## src/rtl/sccb_slave_regfile.sv

```systemverilog
// sccb_slave_regfile
// Clock-oversampled SCCB (I2C-subset) slave that fronts an 8-bit register file.
// Handles 3-phase write, 2-phase write and 2-phase read, multi-byte bursts with
// a wrapping sub-address pointer, and repeated START. The host side gets a
// combinational read port plus a one-cycle write strobe for shadowing.
// Build option: define SCCB_ACK_EN to make the slave pull SIO_D low during the
// 9th bit of matched device, sub-address and write-data bytes.
module sccb_slave_regfile #(
  parameter logic [6:0] DEVICE_ID    = 7'h21,
  parameter int         REG_DEPTH    = 256,
  parameter logic [7:0] READ_DEFAULT = 8'hFF,
  parameter int         SYNC_STAGES  = 2
) (
  input  logic       clk,
  input  logic       rst,
  input  logic       SIO_C,
  input  logic       SIO_D_in,
  output logic       SIO_D_oe,
  input  logic [7:0] host_addr,
  output logic [7:0] host_rdata,
  output logic       wr_valid,
  output logic [7:0] wr_addr,
  output logic [7:0] wr_data,
  output logic       busy
);

  localparam int AW = (REG_DEPTH > 1) ? $clog2(REG_DEPTH) : 1;

  typedef enum logic [3:0] {
    IDLE,
    DEV,
    DEV_ACK,
    SUB,
    SUB_ACK,
    WR,
    WR_ACK,
    RD,
    RD_ACK,
    IGNORE
  } state_t;

  state_t state, next_state;

  // Synchronised bus lines and their one-cycle-delayed copies
  logic [SYNC_STAGES-1:0] c_sync;
  logic [SYNC_STAGES-1:0] d_sync;
  logic                   c_prev;
  logic                   d_prev;
  logic                   scl;
  logic                   sda;

  // Bus events
  logic scl_rise;
  logic scl_fall;
  logic start_det;
  logic stop_det;

  // Byte assembly / transmission
  logic [2:0] bit_cnt;
  logic [6:0] rx_shift;
  logic [7:0] tx_shift;
  logic [7:0] byte_in;
  logic       byte_last;
  logic       rw_flag;
  logic [7:0] ptr;

  // Write path
  logic wr_commit;
  logic wr_hit;

  // Level SIO_D_oe takes at the next SIO_C falling edge
  logic drive_next;

  logic [7:0] regs [REG_DEPTH];

  // True when the address falls inside the implemented register range
  function automatic logic in_range(input logic [7:0] a);
    return (32'(a) < 32'(REG_DEPTH));
  endfunction

  // Register contents, or the default byte for unimplemented addresses
  function automatic logic [7:0] read_reg(input logic [7:0] a);
    return in_range(a) ? regs[a[AW-1:0]] : READ_DEFAULT;
  endfunction

  assign scl       = c_sync[SYNC_STAGES-1];
  assign sda       = d_sync[SYNC_STAGES-1];
  assign scl_rise  = scl & ~c_prev;
  assign scl_fall  = ~scl & c_prev;
  assign start_det = scl & c_prev & d_prev & ~sda;
  assign stop_det  = scl & c_prev & ~d_prev & sda;

  assign byte_in   = {rx_shift, sda};
  assign byte_last = (bit_cnt == 3'd7);

  // A write byte completes on the 8th rising edge in WR; out-of-range addresses are dropped
  assign wr_commit = scl_rise && (state == WR) && byte_last;
  assign wr_hit    = wr_commit && in_range(ptr);

  // Synchronise both bus lines, then keep one extra stage for edge detection (idle bus is high)
  always_ff @(posedge clk) begin
    if (rst) begin
      c_sync <= '1;
      d_sync <= '1;
      c_prev <= 1'b1;
      d_prev <= 1'b1;
    end else begin
      c_sync <= {c_sync[SYNC_STAGES-2:0], SIO_C};
      d_sync <= {d_sync[SYNC_STAGES-2:0], SIO_D_in};
      c_prev <= scl;
      d_prev <= sda;
    end
  end

  // FSM state register
  always_ff @(posedge clk) begin
    if (rst) begin
      state <= IDLE;
    end else begin
      state <= next_state;
    end
  end

  // FSM next-state: STOP/START override everything, otherwise advance on SIO_C rising
  always_comb begin
    next_state = state;
    if (stop_det) begin
      next_state = IDLE;
    end else if (start_det) begin
      next_state = DEV;
    end else if (scl_rise) begin
      case (state)
        DEV: begin
          if (byte_last) begin
            next_state = (byte_in[7:1] == DEVICE_ID) ? DEV_ACK : IGNORE;
          end
        end
        DEV_ACK: next_state = rw_flag ? RD : SUB;
        SUB: begin
          if (byte_last) begin
            next_state = SUB_ACK;
          end
        end
        SUB_ACK: next_state = WR;
        WR: begin
          if (byte_last) begin
            next_state = WR_ACK;
          end
        end
        WR_ACK: next_state = WR;
        RD: begin
          if (byte_last) begin
            next_state = RD_ACK;
          end
        end
        RD_ACK: next_state = sda ? IGNORE : RD;
        default: next_state = state;
      endcase
    end
  end

  // FSM output: which level the slave should present on SIO_D for the upcoming bit
  always_comb begin
    drive_next = 1'b0;
    case (state)
      RD: drive_next = ~tx_shift[7];
`ifdef SCCB_ACK_EN
      DEV_ACK, SUB_ACK, WR_ACK: drive_next = 1'b1;
`else
      DEV_ACK, SUB_ACK, WR_ACK: drive_next = 1'b0;
`endif
      default: drive_next = 1'b0;
    endcase
  end

  // Bit counting, byte shifting and sub-address pointer; a START/STOP drops any partial byte
  always_ff @(posedge clk) begin
    if (rst) begin
      bit_cnt  <= 3'd0;
      rx_shift <= 7'd0;
      tx_shift <= 8'd0;
      rw_flag  <= 1'b0;
      ptr      <= 8'd0;
    end else if (start_det || stop_det) begin
      bit_cnt <= 3'd0;
    end else if (scl_rise) begin
      case (state)
        DEV, SUB, WR: begin
          rx_shift <= byte_in[6:0];
          bit_cnt  <= bit_cnt + 3'd1;
          if (byte_last) begin
            if (state == DEV) begin
              rw_flag <= sda;
            end
            if (state == SUB) begin
              ptr <= byte_in;
            end
            if (state == WR) begin
              ptr <= ptr + 8'd1;
            end
          end
        end
        DEV_ACK: begin
          if (rw_flag) begin
            tx_shift <= read_reg(ptr);
          end
        end
        RD: begin
          tx_shift <= {tx_shift[6:0], 1'b0};
          bit_cnt  <= bit_cnt + 3'd1;
          if (byte_last) begin
            ptr <= ptr + 8'd1;
          end
        end
        RD_ACK: begin
          if (!sda) begin
            tx_shift <= read_reg(ptr);
          end
        end
        default: begin
        end
      endcase
    end
  end

  // Register file storage, cleared on reset
  always_ff @(posedge clk) begin
    if (rst) begin
      for (int i = 0; i < REG_DEPTH; i++) begin
        regs[i] <= 8'h00;
      end
    end else if (wr_hit) begin
      regs[ptr[AW-1:0]] <= byte_in;
    end
  end

  // Host write strobe, coincident with the register update
  always_ff @(posedge clk) begin
    if (rst) begin
      wr_valid <= 1'b0;
      wr_addr  <= 8'd0;
      wr_data  <= 8'd0;
    end else begin
      wr_valid <= wr_hit;
      if (wr_hit) begin
        wr_addr <= ptr;
        wr_data <= byte_in;
      end
    end
  end

  // Busy spans START detect to STOP detect
  always_ff @(posedge clk) begin
    if (rst) begin
      busy <= 1'b0;
    end else if (start_det) begin
      busy <= 1'b1;
    end else if (stop_det) begin
      busy <= 1'b0;
    end
  end

  // Open-drain enable only moves on SIO_C falling; bus conditions release it immediately
  always_ff @(posedge clk) begin
    if (rst) begin
      SIO_D_oe <= 1'b0;
    end else if (start_det || stop_det) begin
      SIO_D_oe <= 1'b0;
    end else if (scl_fall) begin
      SIO_D_oe <= drive_next;
    end
  end

  // Host combinational read port
  always_comb begin
    host_rdata = read_reg(host_addr);
  end

endmodule

```

## config.mk

```make
export PLATFORM = sky130hd
export DESIGN_NAME = sccb_slave_regfile
export DESIGN_NICKNAME = d
export VERILOG_FILES = /design/src/rtl/sccb_slave_regfile.sv
export SDC_FILE = /design/constraint.sdc
export NUM_CORES = 2
export LEC_CHECK = 0
export ABC_AREA = 1
export CAP_MARGIN = 20
export CORE_UTILIZATION = 30
export DETAILED_ROUTE_END_ITERATION = 8
export SLEW_MARGIN = 20
export SYNTH_ARGS = -nofsm -noshare
export SYNTH_HDL_FRONTEND = slang
export SYNTH_SLANG_ARGS = --single-unit
```

## constraint.sdc

```tcl
create_clock -name clk -period 6.2 [get_ports clk]
set_input_delay 1.86 -clock clk [delete_from_list [all_inputs] [get_ports clk]]
set_output_delay 1.86 -clock clk [all_outputs]
set_load 0.02 [all_outputs]
```

## Word-level counts from Yosys, hierarchy flattened

Memories as Yosys holds them, arrays and structs flattened. A register that Yosys moved wholly into a read port is not among the register bits.
Index checks and enable logic that the tools add are counted.

- $add $sub $neg: 2
- Eq/ne operators: 22
- Mux-type cells: 31
- Bitwise operators: 13
- Reduce and logical (&&, ||, !) cells: 23

Operator list:

| kind | number |
|---|---|
| 8-bit 2-to-1 mux | 10 |
| 4-bit one-hot mux with 7 select lines | 1 |
| 4-bit 2-to-1 mux | 6 |
| 8-bit one-hot mux with 3 select lines | 1 |
| 6-bit AND reduction | 3 |
| 4-bit by 3-bit equality test with 1-bit output, second input constant | 4 |
| 8-bit one-hot mux with 2 select lines | 1 |
| 3-bit inequality test, second input constant | 5 |
| 2-bit inequality test, second input constant | 7 |
| 1-bit 2-to-1 mux | 11 |
| 5-bit AND reduction | 2 |
| 8-bit by 1-bit adder with 8-bit output, second input constant | 1 |
| 4-bit by 2-bit equality test with 1-bit output, second input constant | 2 |
| 8-bit nonzero test | 1 |
| 8-bit OR reduction | 1 |
| 1-bit AND | 7 |
| 7-bit by 6-bit equality test with 1-bit output, second input constant | 1 |
| 7-bit nonzero test | 1 |
| 1-bit inverter | 6 |
| 2-bit nonzero test | 3 |
| 2-bit OR reduction | 3 |
| 3-bit OR reduction | 2 |
| 4-bit by 1-bit equality test with 1-bit output, second input constant | 1 |
| 4-bit equality test, second input constant | 1 |
| other kinds (9) | 10 |

- Register bits: 56
- Memory bits (writable): 2048
- Word-level logic and storage cells: 108
- Memories kept: 1

Memories:

| memory | words | width | read ports | clocked after memory_dff | wr ports | RTL line | RTL |
|---|---|---|---|---|---|---|---|
| regs | 256 | 8 | 2 | 1 | 256 | 74 | `logic [7:0] regs [REG_DEPTH];` |

## Longest topological paths before layout

- Depth after elaboration: 9
- Depth in mapped cells: 17
- Gate-level depth less buffers: 14

## Least setup slack after synthesis

Ideal clock, no wire load.

- Path type: input to output
- Start point: input host_addr[0]
- End point: output host_rdata[4]
- Arrival time: 3751 ps
- Data required time: 4340 ps
- Setup slack: 589 ps
- Stages on the path: 15
- Path buffers: 5
- Path through: buf_2 -> buf_2 -> inv_2 -> buf_2 -> clkbuf_1 -> clkbuf_1 -> nor2_1 -> o22ai_1 -> nand2_1 -> nand3_1 -> nand3_1 -> nand3_1 -> nand3_1 -> a21oi_1 -> or2_2

- Longest elaborated chain between the ends: 1

RTL lines:

| item | RTL line | RTL |
|---|---|---|
| from (decl) | 19 | `input logic [7:0] host_addr,` |
| memory 256 x 8 bit | n/a |  |
| to (decl) | 20 | `output logic [7:0] host_rdata,` |

No other way between the ends.

## Final worst setup path

- Start point: input host_addr[0]
- End point: output host_rdata[2]

Same word-level chain as after synthesis.

==> impl_metrics.env <==
export IMPL_switching_share_pct=24.9
export IMPL_syn_nets=13900
export IMPL_dieWidth_um=617
export IMPL_dp_hpwl_um=285000
export IMPL_synth_largest_area_cell="edfxtp_1"
export IMPL_setup_viol=2
export IMPL_grt_pass1_vias=96800
export IMPL_dr_pass1_iters=7
export IMPL_slew_violations=0
export IMPL_cp_arrival_ps=4350
export IMPL_grt_max_degree=202
export IMPL_synth_top_cell_area_share_pct=54.1
export IMPL_pre_cts_ws_ps=-754
export IMPL_grt_overflow=0
export IMPL_hold_viol=0
export IMPL_cap_violations=0
export IMPL_worstPathMaxFanout=34
export IMPL_tightest_slew_ps=1270
export IMPL_ys_seq_area_share_pct=55.3
export IMPL_area_growth_pct=15.2
export IMPL_synth_edf_count=2048
export IMPL_peakVddDrop_mv=0.250
export IMPL_clockRootBuffer="clkbuf_16"
export IMPL_path_cells="buf_16 > buf_6 > buf_12 > buf_12 > o21ai_0 > o22ai_1 > nand2_1 > nand3_1 > nand3_1 > nand3_2 > nand3_1 > a21oi_2 > or2_4 > buf_2"
export IMPL_gp_routability_congestion=0.968
export IMPL_p_leak_nw=45.6
export IMPL_clock_sinks=2112
export IMPL_cts_buffers=237
export IMPL_fmax_ghz=0.161
export IMPL_antenna_found_initial=20
export IMPL_ys_flop_type="edfxtp_1"
export IMPL_final_period_utilization_pct=100
export IMPL_max_stage_delay_ps=220
export IMPL_crit_buf_inv=5
export IMPL_async_reset_ff_share_pct=0
export IMPL_cts_hold_fix_buffers=0
export IMPL_regToRegSetupSlack_ps=1230
export IMPL_synth_cell_types=38
export IMPL_slew_headroom_pct=15.4
export IMPL_clk_pin_slew_ps=60
export IMPL_cts_tree="done"
export IMPL_vias_per_cell=5.69
export IMPL_start_util_pct=30.2
export IMPL_final_cell_area_um2=131000
export IMPL_drt_total_wl_um=460000
export IMPL_dieArea_um2=381000
export IMPL_startpoint_type="primary input"
export IMPL_hold_class="register to register"
export IMPL_port_buffers=38
export IMPL_grt_usage_pct=23.0
export IMPL_cp_top_family="buffers and inverters"
export IMPL_synth_area_per_cell_um2=8.19
export IMPL_drive_gt1_share_pct=8.64
export IMPL_critPathKind="primary input to output port"
export IMPL_status="finished, violations left"
export IMPL_p_total_mw=34.4
export IMPL_placed_cells_incl_taps=18200
export IMPL_power_density_nw_per_um2=263
export IMPL_synth_area_leaders="edfxtp_1 (54%), nand3_1 (11%), nor2_1 (10%)"
export IMPL_grt_pass1_wl_um=660000
export IMPL_place_area_um2=122000
export IMPL_vias=106000
export IMPL_nNetsFinal=13500
export IMPL_tns_ps=-9.21
export IMPL_rows=225
export IMPL_fillers=38400
export IMPL_period_minus_slack_ps=6210
export IMPL_coreArea_um2=376000
export IMPL_setup_slack_ps=-5.54
export IMPL_cp_end_kind="output port"
export IMPL_cts_max_path_buffers=4
export IMPL_fin_worst_skew_ps=80.3
export IMPL_drt_iter0_markers=17400
export IMPL_combPwrFrac_pct=8.7
export IMPL_rsz0062_at_grt="true"
export IMPL_netlist_area_um2=114000
export IMPL_htreeDepth=4
export IMPL_ant_nets=0
export IMPL_crit_top_cell="nand3_1"
export IMPL_cp_required_ps=4340
export IMPL_yosysWarnings=0
export IMPL_wl_per_cell_um=24.6
export IMPL_pwr_share_clk_pct=42.4
export IMPL_remaining_drc_errors=0
export IMPL_layoutNonFillerInstCount=18700
export IMPL_syn_inst=13900
export IMPL_pin_count=39
export IMPL_violations="setup timing"
export IMPL_clk_latency_ps=930
export IMPL_power_switching_mw=8.57
export IMPL_ys_ff_latch=2112
export IMPL_p_seq_share_pct=48.9
export IMPL_slowest_stage="buf_6"
export IMPL_p_int_mw=25.8
export IMPL_die_height_um=617
synthesized netlist by cell type (6+ instances only):
master / instances
nand2_1: 2993
nor2_1: 3172
nor3_2: 8
nand2_2: 80
clkbuf_1: 1001
nor3_4: 9
buf_2: 69
nor2_2: 10
dfxtp_1: 64
inv_2: 20
buf_1: 119
o22ai_1: 534
o21ai_0: 1107
clkinv_1: 9
edfxtp_1: 2048
nand3_1: 2445
a21oi_1: 65
buf_6: 8
nand4_1: 7
nor3_1: 6
or2_2: 13
ha_1: 6
inv_1: 38
nand2_4: 10
through the flow:
| step | util, % | hold slack [ps] |
|---|---|---|
| after floorplan | - | 389 |
| after global placement | 32.3 | 400 |
| after detailed placement | 32.3 | 400 |
| after CTS | 34.6 | 395 |
| after global routing | 34.8 | 398 |
| final | 34.8 | 389 |
timing repair:
item,in CTS,in global routing
buffers inserted,10,2
gates resized for setup,96,127
pin swaps,3,21
setup endpoints to repair,8,8
cloned,11,8
metal layers:
layer	vias up	routed length, um	GRT usage [%]
met5	-	31	0
met4	4	28100	12.5
met3	1207	53100	4.18
met2	7481	203000	35.3
met1	50800	177000	30.7
li1	46900	-	-
path summary, 6_finish.rpt:
path	startpoint	endpoint	cells past startpoint
max	host_addr[0]	host_rdata[2]	14
min	d_sync[0]	d_sync[1]	1
max reg2reg	state[0]	regs[130][4]	15
min reg2reg	d_sync[0]	d_sync[1]	1
cell usage in the layout, fill, tap and decap left out, types with 23 or more instances in the layout:
cell / n
nor2_1: 3161
nand2_1: 2993
nand3_1: 2382
edfxtp_1: 2048
o21ai_0: 1076
o22ai_1: 526
buf_4: 378
clkbuf_16: 246
buf_12: 126
nand2_2: 80
a21oi_1: 63
dfxtp_1: 58
nand3_2: 49
clkbuf_1: 44
clkinv_2: 40
clkinv_1: 38
bufinv_16: 33
inv_1: 31
o21ai_1: 30
clkdlybuf4s50_1: 23
registers in the layout, summed over array words and instances (netlist names), 2 cells and up, named ones only:
signal    count
ptr           8
d_sync        2
wr_addr       8
wr_data       8
bit_cnt       3
state         4
rx_shift      7
c_sync        2
regs       2048
tx_shift      8
power groups by stage:
stage	combinational, mW	clock (mW)	sequential [mW]
final	2.99	14.6	16.8
after floorplan	1.62	0	16.8
after global placement	2.74	0	17.1
after detailed placement	2.75	0	17.1
after CTS	2.84	14.6	16.8
after global routing	3.17	15.1	16.9
final cells by class:
| type | count | area (um^2) | share of cell area, % |
|---|---|---|---|
| Sequential cell | 2112 | 62800 | 48.0 |
| Multi-Input combinational cell | 10500 | 46500 | 35.5 |
| Timing Repair Buffer | 597 | 7000 | 5.35 |
| Tap cell | 4994 | 6250 | 4.78 |
| Clock buffer | 288 | 6210 | 4.75 |
| Clock inverter | 142 | 1650 | 1.26 |
| Inverter | 67 | 414 | 0.317 |
| Antenna cell | 16 | 40.0 | 0.0306 |
| Timing Repair inverter | 1 | 16.3 | 0.0124 |
kinds of logic after synthesis:
kind of cell               share of synthesized area [%]
and+or+nand+nor                                     32.1
DFF                                                 55.3
AOI/OAI and AO/OA                                   8.20
buffers and inverters                               4.32
adders and majority gates                         0.0661
xor gates and xnor gates                          0.0154
Power figures use the tool's default switching activity.
